===== src/rtl/clk_ctrl_pkg.sv =====
// Shared types and default widths for the CPU clock run/halt/step sequencer.
package clk_ctrl_pkg;

    typedef enum logic [1:0] {
        HALTED = 2'd0,
        RUN    = 2'd1,
        STEP   = 2'd2,
        BURST  = 2'd3
    } clk_state_e;

    localparam int BURST_W_DEF = 8;
    localparam int CNT_W_DEF   = 16;

endpackage


===== src/rtl/clk_ctrl_edge_rise.sv =====
// One-bit rising-edge detector; history resets high so a level held through reset never fires.
module edge_rise (
    input  logic clk,
    input  logic rst_n,
    input  logic din,
    output logic rise
);

    logic prev;

    always_ff @(posedge clk or negedge rst_n) begin
        if (!rst_n) prev <= 1'b1;
        else        prev <= din;
    end

    assign rise = din & ~prev;

endmodule


===== src/rtl/clk_ctrl.sv =====
// Run/halt/step/burst sequencer producing the registered CPU clock enable
// and a saturating count of enabled cycles.
//
//  state  | meaning
//  HALTED | clock gated off, waiting for a command
//  RUN    | free-running until halt_i or cpu_hlt_i
//  STEP   | single enabled cycle, then HALTED with done
//  BURST  | cnt enabled cycles, then HALTED with done
module clk_ctrl
    import clk_ctrl_pkg::*;
#(
    parameter int BURST_W   = BURST_W_DEF,
    parameter int CNT_W     = CNT_W_DEF,
    parameter bit RESET_RUN = 1'b0
) (
    input  logic               clk,
    input  logic               rst_n,
    input  logic               run_i,
    input  logic               halt_i,
    input  logic               step_i,
    input  logic               burst_i,
    input  logic [BURST_W-1:0] burst_len_i,
    input  logic               cpu_hlt_i,
    input  logic               cnt_clr_i,
    output logic               clk_en_o,
    output logic [1:0]         state_o,
    output logic [CNT_W-1:0]   cycles_o,
    output logic               done_o
);

    clk_state_e         state_q, state_nxt;
    logic [BURST_W-1:0] cnt_q, cnt_nxt;
    logic               done_q, done_nxt;
    logic               en_q;
    logic               first_q;
    logic [CNT_W-1:0]   cycles_q;
    logic               run_rise, step_rise, burst_rise;
    logic               run_req, stop;

    edge_rise u_run_edge   (.clk(clk), .rst_n(rst_n), .din(run_i),   .rise(run_rise));
    edge_rise u_step_edge  (.clk(clk), .rst_n(rst_n), .din(step_i),  .rise(step_rise));
    edge_rise u_burst_edge (.clk(clk), .rst_n(rst_n), .din(burst_i), .rise(burst_rise));

    // The first cycle after reset release acts as a run edge when RESET_RUN is set.
    assign run_req = run_rise | (RESET_RUN & first_q);
    assign stop    = halt_i | cpu_hlt_i;

    always_ff @(posedge clk or negedge rst_n) begin
        if (!rst_n) begin
            state_q <= HALTED;
            cnt_q   <= '0;
            done_q  <= 1'b0;
            en_q    <= 1'b0;
            first_q <= 1'b1;
        end else begin
            state_q <= state_nxt;
            cnt_q   <= cnt_nxt;
            done_q  <= done_nxt;
            en_q    <= (state_nxt != HALTED);
            first_q <= 1'b0;
        end
    end

    always_comb begin
        state_nxt = state_q;
        cnt_nxt   = cnt_q;
        done_nxt  = 1'b0;
        case (state_q)
            HALTED: begin
                if (!stop) begin
                    if (run_req) begin
                        state_nxt = RUN;
                    end else if (burst_rise) begin
                        if (burst_len_i != '0) begin
                            state_nxt = BURST;
                            cnt_nxt   = burst_len_i;
                        end else begin
                            done_nxt = 1'b1;
                        end
                    end else if (step_rise) begin
                        state_nxt = STEP;
                    end
                end
            end
            RUN: begin
                if (stop) state_nxt = HALTED;
            end
            STEP: begin
                state_nxt = HALTED;
                done_nxt  = ~stop;
            end
            BURST: begin
                if (stop) begin
                    state_nxt = HALTED;
                    cnt_nxt   = '0;
                end else if (run_req) begin
                    state_nxt = RUN;
                    cnt_nxt   = '0;
                end else if (cnt_q == BURST_W'(1)) begin
                    state_nxt = HALTED;
                    cnt_nxt   = '0;
                    done_nxt  = 1'b1;
                end else begin
                    cnt_nxt = cnt_q - BURST_W'(1);
                end
            end
            default: begin
                state_nxt = HALTED;
                cnt_nxt   = '0;
            end
        endcase
    end

    // Clear takes precedence over the increment; the count sticks at all-ones.
    always_ff @(posedge clk or negedge rst_n) begin
        if (!rst_n)
            cycles_q <= '0;
        else if (cnt_clr_i)
            cycles_q <= '0;
        else if (en_q && (cycles_q != {CNT_W{1'b1}}))
            cycles_q <= cycles_q + CNT_W'(1);
    end

    always_comb begin
        clk_en_o = en_q;
        done_o   = done_q;
        state_o  = state_q;
        cycles_o = cycles_q;
    end

endmodule


===== config.mk =====
export PLATFORM = sky130hd
export DESIGN_NAME = clk_ctrl
export DESIGN_NICKNAME = d
export VERILOG_FILES = /design/src/rtl/clk_ctrl_pkg.sv /design/src/rtl/clk_ctrl_edge_rise.sv /design/src/rtl/clk_ctrl.sv
export SDC_FILE = /design/constraint.sdc
export NUM_CORES = 1
export LEC_CHECK = 0
export ABC_AREA = 1
export CAP_MARGIN = 20
export CORE_UTILIZATION = 52
export CTS_CLUSTER_SIZE = 16
export DETAILED_ROUTE_END_ITERATION = 7
export HOLD_SLACK_MARGIN = 0.15
export PLACE_DENSITY_LB_ADDON = 0.25
export SETUP_SLACK_MARGIN = 0.02
export SKIP_LAST_GASP = 1
export SLEW_MARGIN = 25
export SYNTH_ARGS = -nofsm -noshare
export SYNTH_HDL_FRONTEND = slang
export SYNTH_SLANG_ARGS = --single-unit
export TNS_END_PERCENT = 5

===== constraint.sdc =====
create_clock -name clk -period 2 [get_ports clk]
set_input_delay 0.2 -clock clk [delete_from_list [all_inputs] [get_ports clk]]
set_output_delay 0.2 -clock clk [all_outputs]
set_load 0.005 [all_outputs]

==> flow_summary.yaml, run 1 <==
floorplanning:
  die-area_sq_mm: 0.00398
  io_pins: 36
  num_rows: 21
  die_w_um: 63.1
  die_h_um: 63.1
  core_area_sq_mm: 0.00344
  start_util_pct: 56.4
global_route:
  antenna_found_initial: 0
  met1_usage_pct: 34.3
  grt_pass1_vias: 1873
  grt_use_met2_pct: 41.9
  grtUsageTotal_pct: 26.8
  overflow: 0
  grt_pass1_wl_mm: 8.19
  grt_max_degree: 32
  met3_usage_pct: 6.16
  grt-busiest-layer: "met2"
clock_network:
  clock_sinks: 31
  htreeDepth: 2
  cts_buffer_depth: 2
  cts_inserted_buffers: 5
  path_clk_slew_ns: 0.07
  cts_tree: "yes"
  hold_buffers: 0
  cts_root_buf: "clkbuf_8"
  clk_latency_ns: 0.29
critical_path:
  critPathKind: "flip-flop to flip-flop"
  slowest_delay_ns: 0.42
  crit_top_cell: "o21ai_0"
  r2r_end: "cycles_o[0]"
  reg2reg_from: "cycles_o[0]"
  critPathLaunchType: "flip-flop"
  crit_arrival_ns: 1.99
  rr_worst_depth: 7
  path_cells: "ha_1, nand3_1, inv_2, nand2_2, nor2_4, o21ai_0, o21ai_0"
  cp_max_fo: 5
  cp.required_ns: 2.14
  r2r_slack_ns: 0.15
  cp_slowest_cell: "dfrtp_1"
  endpoint_kind: "flip-flop"
cells_and_area:
  diodes: 0
  layout_common_cells: "113 x nand2_1, 35 x nor2_1, 35 x clkdlybuf4s50_1"
  final_common_cell: "nand2_1"
  finalNetCount: 348
  area_growth_pct: 28.2
  fillers: 283
  multi_input_area_sq_mm: 0.00103
  ff_latch_area_sq_um: 779
  drive_gt1_share_pct: 8.18
yosys:
  ys_ff_latch: 31
  synth_nets: 303
  ys_types: 25
  synthFlopType: "dfrtp_1"
  syn_inst: 284
  syn_area_per_cell_sq_um: 6.83
  netlist_area_sq_mm: 0.00194
  async_flop_share_pct: 100
  synth-edff-count: 0
  synth.yosys.warnings: 0
  ys_seq_area_share_pct: 40.2
sta:
  setup_viol: 0
  max_freq_ghz: 0.541
  slew_headroom_pct: 66.0
  worstMarginPinSlew_ns: 0.505
  drv_slew: 0
  timing.setup.tns_ns: 0
  setup_ws_ns: 0.151
  finalHoldViolCount: 0
  fin_skew_ns: 0.00575
  timing.final.crit_period_ns: 1.85
  rsz0062_at_grt: "no"
  finalCritPeriodShare_pct: 92.5
outcome:
  status: "completed"
power_and_ir_drop:
  p_int_mw: 1.09
  power_frac_seq_pct: 47.4
  switching_share_pct: 31.3
  comb_power_share_pct: 22.4
  ir_drop_v: 0.000467
  leakagePower_nw: 1.20
  p_per_area_mw_per_mm2: 636
  clkPwrFrac_pct: 30.1
  switchingPower_uw: 495
detailed_routing:
  wl_per_cell_um: 12.5
  drtAntennaViolNets: 0
  drc_errors: 0
  wl_mm: 4.70
  vias: 1988
  firstDrtPassIters: 4
  drt-initial-drc-count: 143
  via_per_inst: 5.29
place:
  dp_slack_ns: 0.00699
  gp_congestion: 0.958
  dp_hpwl_mm: 3.40
  io_buffers: 35
run:
  cap_violations: 0
min_path:
  hp-class: "input port to asynchronous set/reset pin"
repair_timing:
action,4_1_cts,5_1_grt
gates resized for setup,1,0
setup buffers,0,3
endpoints found under the setup margin,14,9
pin swaps,0,2
worst max-delay path, delay by kind of cell, from the launching register on:
kind                     cells  cell delay (ns)
AO/OA/AOI/OAI                2             0.57
adder cells (fa/ha/maj)      1             0.25
buffers and inverters        1             0.09
flip-flops                   1             0.42
AND/OR/NAND/NOR              3             0.37
power groups by stage:
stage,Combinational [mW],Sequential (mW),Clock (mW)
after CTS,0.338,0.749,0.481
final,0.355,0.750,0.477
after detailed placement,0.337,0.757,0
after global placement,0.325,0.758,0
after floorplan,0.234,0.745,0
after global routing,0.410,0.760,0.515
layout make-up:
class                      instances  area share [%]
sequential                        31            31.3
inverter                          29            4.37
clock inverter                     1           0.201
tap                               46            2.31
multi-input combinational        220            41.5
timing repair buffer              42            17.2
clock buffer                       7            3.07
cell usage after synthesis (2+ instances only):
library cell | n | area share (%)
nor2_1 | 35 | 6.8
inv_1 | 28 | 5.4
o21ai_0 | 12 | 3.1
xor2_1 | 5 | 2.3
dfrtp_1 | 28 | 36
or2_2 | 2 | 0.64
dfstp_2 | 3 | 4.1
nand2_2 | 2 | 0.64
a21oi_1 | 3 | 0.77
nor2_2 | 2 | 0.64
ha_1 | 3 | 1.9
o21bai_1 | 5 | 1.9
nor2_4 | 4 | 2.3
nand4_1 | 15 | 4.8
nand3_1 | 15 | 3.9
nand2_1 | 113 | 22
metrics by stage:
step,utilization (%),cell area (sq um),power [mW],instances,hold WS (ns)
2_1_floorplan,-,1940,0.978,284,-0.0956
3_3_place_gp,68.4,2350,1.08,365,0.502
3_5_place_dp,68.4,2350,1.09,365,0.503
4_1_cts,70.9,2440,1.57,373,0.321
5_1_grt,72.3,2490,1.69,376,0.341
6_report,72.3,2490,1.58,376,0.305
how the worst max path moves through the flow:
stage,from,end,slack (ns),cells after the start
floorplan,cycles_o[0],cycles_o[2],0.45,9
global placement,cycles_o[0],cycles_o[12],0.12,9
detailed placement,cycles_o[0],cycles_o[7],0.007,9
CTS,cycles_o[0],cycles_o[7],0.17,9
global route,cycles_o[0],cycles_o[0],0.05,7
finish,cycles_o[0],cycles_o[0],0.15,7
routing by layer:
metal	up-vias	share of wire, %
li1	991	-
met1	912	45
met2	74	47
met3	11	5.6
met4	0	2.0
met5	-	0
cells by family after synthesis:
| logic type | after synthesis | synth area share (%) |
|---|---|---|
| and+or+nand+nor | 190 | 42.3 |
| buffers and inverters | 33 | 6.83 |
| DFF | 31 | 40.2 |
| AOI/OAI and AO/OA | 22 | 6.51 |
| xor gates and xnor gates | 5 | 2.26 |
| adders and majority gates | 3 | 1.93 |
flip-flops by register name (all words and copies together) (netlist names):
signal,count
cycles_o,16
done_o,1
u_step_edge.prev,1
clk_en_o,1
u_run_edge.prev,1
cnt_q,8
state_o,2
u_burst_edge.prev,1
Note: power is estimated with default switching activity, not from simulation.
==> run 2, diff against run 1 <==
--- a/config.mk
+++ b/config.mk
@@ -6,6 +6,7 @@
 export NUM_CORES = 1
 export LEC_CHECK = 0
 export ABC_AREA = 1
+export ABC_CLOCK_PERIOD_IN_PS = 2000
 export CAP_MARGIN = 20
 export CORE_UTILIZATION = 52
 export CTS_CLUSTER_SIZE = 16
==> results of run 2 <==
Same layout as run 1: the final DEF is identical, and so are final timing and power.
